File: src/rtl/serial_alu_pkg.sv
// Shared definitions for the bit-serial ALU: operation encodings and FSM state type.
package serial_alu_pkg;

  localparam logic [1:0] OP_ADD  = 2'b00;
  localparam logic [1:0] OP_SUB  = 2'b01;
  localparam logic [1:0] OP_SMAX = 2'b10;
  localparam logic [1:0] OP_SMIN = 2'b11;

  typedef enum logic [1:0] {
    ST_IDLE  = 2'b00,
    ST_SHIFT = 2'b01,
    ST_DONE  = 2'b10
  } state_t;

endpackage

File: src/rtl/serial_alu_fa_bit.sv
// One-bit full adder used as the serial datapath of serial_alu.
module fa_bit (
  input  logic x,
  input  logic y,
  input  logic cin,
  output logic sum,
  output logic cout
);

  assign sum  = x ^ y ^ cin;
  assign cout = (x & y) | (x & cin) | (y & cin);

endmodule

File: src/rtl/serial_alu.sv
// Bit-serial signed ALU: ADD/SUB/SMAX/SMIN, one operand bit per cycle LSB-first
// through a single full adder, WIDTH cycles per operation.
module serial_alu
  import serial_alu_pkg::*;
#(
  parameter int unsigned WIDTH = 8
) (
  input  logic             clk,
  input  logic             rst,
  input  logic             start,
  input  logic [1:0]       op,
  input  logic [WIDTH-1:0] a,
  input  logic [WIDTH-1:0] b,
  output logic             busy,
  output logic             done,
  output logic [WIDTH-1:0] result,
  output logic             overflow
);

  localparam int unsigned CNT_W = $clog2(WIDTH) + 1;
  localparam int unsigned IDX_W = $clog2(WIDTH);

  state_t           state_q, state_d;
  logic [WIDTH-1:0] a_q, a_d, b_q, b_d;
  logic [1:0]       op_q, op_d;
  logic [CNT_W-1:0] cnt_q, cnt_d;
  logic             carry_q, carry_d;
  logic [WIDTH-2:0] sr_q, sr_d;
  logic             busy_q, busy_d, done_q, done_d;
  logic [WIDTH-1:0] result_q, result_d;
  logic             ovf_q, ovf_d;

  logic             fa_x, fa_y, fa_sum, fa_cout;
  logic [WIDTH-1:0] diff;
  logic             ovf_int, a_lt_b, last_bit;

  // SUB/compare use a + ~b + 1: invert b here, carry register preloaded with 1.
  assign fa_x = a_q[cnt_q[IDX_W-1:0]];
  assign fa_y = b_q[cnt_q[IDX_W-1:0]] ^ (op_q != OP_ADD);

  fa_bit u_fa (
    .x    (fa_x),
    .y    (fa_y),
    .cin  (carry_q),
    .sum  (fa_sum),
    .cout (fa_cout)
  );

  // sr_q holds the completed low sum bits; the MSB joins on the final cycle.
  assign diff     = {fa_sum, sr_q};
  assign ovf_int  = carry_q ^ fa_cout;
  assign a_lt_b   = diff[WIDTH-1] ^ ovf_int;
  assign last_bit = (cnt_q == CNT_W'(WIDTH - 1));

  always_comb begin
    state_d  = state_q;
    a_d      = a_q;
    b_d      = b_q;
    op_d     = op_q;
    cnt_d    = cnt_q;
    carry_d  = carry_q;
    sr_d     = sr_q;
    busy_d   = busy_q;
    done_d   = 1'b0;
    result_d = result_q;
    ovf_d    = ovf_q;
    case (state_q)
      ST_IDLE: begin
        if (start) begin
          a_d     = a;
          b_d     = b;
          op_d    = op;
          cnt_d   = '0;
          carry_d = (op != OP_ADD);
          sr_d    = '0;
          busy_d  = 1'b1;
          state_d = ST_SHIFT;
        end
      end
      ST_SHIFT: begin
        carry_d = fa_cout;
        sr_d    = diff[WIDTH-1:1];
        cnt_d   = cnt_q + CNT_W'(1);
        if (last_bit) begin
          busy_d  = 1'b0;
          done_d  = 1'b1;
          state_d = ST_DONE;
          case (op_q)
            OP_SMAX: begin result_d = a_lt_b ? b_q : a_q; ovf_d = 1'b0; end
            OP_SMIN: begin result_d = a_lt_b ? a_q : b_q; ovf_d = 1'b0; end
            default: begin result_d = diff;               ovf_d = ovf_int; end
          endcase
        end
      end
      ST_DONE: state_d = ST_IDLE;
      default: state_d = ST_IDLE;
    endcase
  end

  always_ff @(posedge clk) begin
    if (rst) begin
      state_q  <= ST_IDLE;
      a_q      <= '0;
      b_q      <= '0;
      op_q     <= '0;
      cnt_q    <= '0;
      carry_q  <= 1'b0;
      sr_q     <= '0;
      busy_q   <= 1'b0;
      done_q   <= 1'b0;
      result_q <= '0;
      ovf_q    <= 1'b0;
    end else begin
      state_q  <= state_d;
      a_q      <= a_d;
      b_q      <= b_d;
      op_q     <= op_d;
      cnt_q    <= cnt_d;
      carry_q  <= carry_d;
      sr_q     <= sr_d;
      busy_q   <= busy_d;
      done_q   <= done_d;
      result_q <= result_d;
      ovf_q    <= ovf_d;
    end
  end

  assign busy     = busy_q;
  assign done     = done_q;
  assign result   = result_q;
  assign overflow = ovf_q;

endmodule

File: config.mk
export PLATFORM = sky130hd
export DESIGN_NAME = serial_alu
export DESIGN_NICKNAME = d
export VERILOG_FILES = /design/src/rtl/serial_alu_pkg.sv /design/src/rtl/serial_alu_fa_bit.sv /design/src/rtl/serial_alu.sv
export SDC_FILE = /design/constraint.sdc
export NUM_CORES = 1
export LEC_CHECK = 0
export BUFFER_PORTS_ARGS = -buffer_cell sky130_fd_sc_hd__buf_2
export CAP_MARGIN = 10
export CORE_AREA = 2 2 73 75
export CTS_CLUSTER_DIAMETER = 100
export DETAILED_ROUTE_END_ITERATION = 12
export DIE_AREA = 0 0 75 77
export PLACE_DENSITY = 0.59
export SETUP_SLACK_MARGIN = 0.1
export SLEW_MARGIN = 30
export SYNTH_ARGS = -nofsm -noshare
export SYNTH_HDL_FRONTEND = slang
export SYNTH_SLANG_ARGS = --single-unit
File: constraint.sdc
create_clock -name clk -period 3 [get_ports clk]
set_input_delay 0.3 -clock clk [delete_from_list [all_inputs] [get_ports clk]]
set_output_delay 0.3 -clock clk [all_outputs]
set_load 0.01 [all_outputs]
==> results.md <==
- Status: finished clean
- CTS clk-pin slew, worst paths: 0.07 ns
- Die height: 77 um
- DR WL/cell: 12.8 um
- TritonCTS Sinks: 43
- # diodes: 0
- Hold Fails Final Rpt: 0
- Final ANT Viol Nets: 0
- Fmax achieved: 385 MHz
- GRT Residual Overflow: 0
- Mapped cell area: 1930 um2
- Cell Area, Placed: 2080 um2
- Clk Tree Root Cell: clkbuf_8
- Post-synthesis compound-gate area fraction: 0.159
- Slew Limit Headroom: 0.387
- Final wirelength: 4.19 mm
- Setup Fix Bufs, Post-CTS: 0
- Port-buffer cells: 31
- Max layer used: met4
- Crit Path Class: register to register
- Routability congestion estimate: 0.815
- Nets: 283
- Vias in the first global route: 1,465
- Final hold slack: 0.236 ns
- Net count after synthesis: 261
- Critical path endpoint category: register
- RSZ-0062 raised after global routing: no
- Via Count: 1,617
- Minimum clock period: 2.60 ns
- Sequential area share after synthesis: 0.447
- Worst-path maximum fanout: 10
- Required time worst endpoint: 3.24 ns
- Worst-Margin Slew: 0.917 ns
- #FFs+latches synth: 43
- FILL cells: 527
- Synth Area in Simple Gates: 0.237
- Finished layout cell area: 2160 um2
- Pwr dens: 513 nW/um2
- Initial DRT Pass Iterations: 4
- Hpwl dp: 3.00 mm
- Largest family of logic cells by synthesized area: simple AND/OR/NAND/NOR gates
- Synth area leaders: dfxtp_1 45%, nand2_1 13%, a21oi_1 7.8%
- TNS Setup: 0 ns
- Deepest clock path buffer count: 2
- Antenna violations before repair: 0
- Post-Syn Instances: 237
- Post-Synth Adder-Cell Area: 0.0273
- Flop-to-flop setup slack: 0.40 ns
- Avg Synthesized Cell Area: 8.12 um2
- Layout cells sized above 1: 0.163
- Area Overhead vs Synth: 12.0%
- H-tree Lvls: 2
- Metal2 WL: 1.71 mm
- FP Rows: 26
- Die area: 5780 um2
- Post-Route M1 WL: 2.22 mm
- Synth warn: 0
- CORE AREA: 4980 um2
- Setup Skew: 0.00527 ns
- Slew Limit Fails: 0
- TritonCTS Buffers: 5
- Cts hold-fix bufs: 0
- Top cell type's share of synthesized area: 0.447
- Die Wd: 75 um
- Met3 WL post-DR: 205 um
- TritonCTS clock tree: built
- Initial core utilization: 0.387
- Largest net degree at the start of global routing: 37
- Final setup violating endpoints: 0
- Multiplexer area fraction after synthesis: 0.0552
- CP startpoint kind: register
- Yosys top cell by area: dfxtp_1
- Max-cap violation count: 0
- DR DRC count: 0
- Ports: 32
- Post-cts sizing count: 0
- Overall Global Routing Usage: 0.160
- Worst-skew pair later-pin latency: 0.29 ns
- Crit path DAT: 2.84 ns
- Distinct cell type count after synthesis: 32
- Leakage: 0.824 nW
- XOR/XNOR Fraction of Synth Area: 0.0227
- First-pass GRT wire length: 7.07 mm
- Min-delay worst type: input port to register
- Avg Vias per Cell: 4.93
- Tcrit/Tclk final: 0.865
- Peak VDD IR: 0.000285 V
- DRT iter0 DRCs: 72
==> cells in the final DEF (no fill, tap or decap) <==
cell type | synthesis | routed
nand2_1 | 65 | 65
dfxtp_1 | 43 | 43
buf_2 | 4 | 31
a21oi_1 | 30 | 30
nor2_1 | 19 | 19
nand3_1 | 11 | 11
a31oi_1 | 9 | 9
a22o_1 | 8 | 8
mux2i_1 | 5 | 5
clkbuf_8 | 0 | 5
nand3b_1 | 3 | 3
xnor2_1 | 3 | 3
o21ai_0 | 3 | 3
mux4_2 | 2 | 2
inv_1 | 2 | 2
xor2_1 | 2 | 2
a22oi_1 | 2 | 2
fa_1 | 2 | 2
nand4_1 | 1 | 1
nor2b_1 | 1 | 1
nand2b_1 | 1 | 1
or2_1 | 1 | 1
and2_1 | 1 | 1
nor2_2 | 1 | 1
nor2b_4 | 1 | 1
nor4_1 | 1 | 1
mux2_2 | 1 | 1
or3_1 | 1 | 1
ha_1 | 1 | 1
clkbuf_1 | 7 | 1
buf_4 | 2 | 1
==> sequential cells by signal, summed over array words and instances (netlist names) <==
name	count
a_q	8
b_q	8
result	8
sr_q	7
cnt_q	4
op_q	2
state_q	2
busy	1
carry_q	1
done	1
overflow	1
==> final cells by class <==
class / count / area [um2] / area share
flip-flops and latches: 43 / 861 / 0.399
well taps: 70 / 87.6 / 0.0406
inverters: 2 / 7.51 / 0.00348
repair buffers: 32 / 163 / 0.0754
multi-input cells: 175 / 966 / 0.448
clock buffers: 6 / 72.6 / 0.0336
==> metal layers <==
metal / track usage / up-vias
met5: 0 / -
met3: 0.0552 / 5
li1: - / 839
met2: 0.209 / 35
met1: 0.243 / 738
met4: 0.0536 / 0
==> through the flow <==
step / cells / util / total power (W) / worst slack (ns)
after floorplan: 237 / - / 0.000746 / 0.659
after global placement: 322 / 0.419 / 0.000789 / 0.409
after detailed placement: 322 / 0.419 / 0.000788 / 0.404
after CTS: 328 / 0.433 / 0.00112 / 0.380
after global routing: 328 / 0.433 / 0.00117 / 0.118
final: 328 / 0.433 / 0.00111 / 0.404
==> cells by family (layout without fill, tap and decap cells) <==
family                     Yosys count  in the layout
and+or+nand+nor                    107            107
xor gates and xnor gates             5              5
muxes                                8              8
adders and majority gates            3              3
DFF                                 43             43
AOI/OAI and AO/OA                   52             52
buffers and inverters               19             40
==> worst max-delay path, stage by stage, from the launching register on <==
cell and delay (ns):
dfxtp_1 0.55, mux4_2 0.54, mux2i_1 0.25, fa_1 0.27, xor2_1 0.46, nand2_1 0.10
a31oi_1 0.22, a22o_1 0.15
==> report_power, final <==
part           leakage (nW)  switching [W]  total [W]  internal, W
Sequential            0.350      0.0000250   0.000617     0.000592
Clock                0.0371       0.000177   0.000332     0.000155
Combinational         0.436      0.0000976   0.000157    0.0000593
Total                 0.824       0.000300    0.00111     0.000806
==> cell usage after synthesis, drive strengths merged <==
| cell type | instances |
|---|---|
| xnor2 | 3 |
| fa | 2 |
| a22oi | 2 |
| nor2 | 20 |
| nor2b | 2 |
| inv | 2 |
| mux4 | 2 |
| buf | 10 |
| nor4 | 1 |
| a31oi | 9 |
| and2 | 1 |
| a21oi | 30 |
| nand2 | 65 |
| a22o | 8 |
| clkbuf | 7 |
| mux2 | 1 |
| xor2 | 2 |
| nand3b | 3 |
| nand4 | 1 |
| or2 | 1 |
| or3 | 1 |
| nand2b | 1 |
| ha | 1 |
| mux2i | 5 |
| nand3 | 11 |
| dfxtp | 43 |
| o21ai | 3 |
==> path summary, 6_finish.rpt <==
path | cells past startpoint | endpoint | startpoint
worst max-delay path | 7 | result[7] | cnt_q[0]
worst min-delay path | 3 | b_q[3] | b[3]
worst max register to register | 7 | result[7] | cnt_q[0]
worst min register to register | 2 | sr_q[3] | sr_q[4]
No activity file was read; power rests on OpenSTA's default activity.
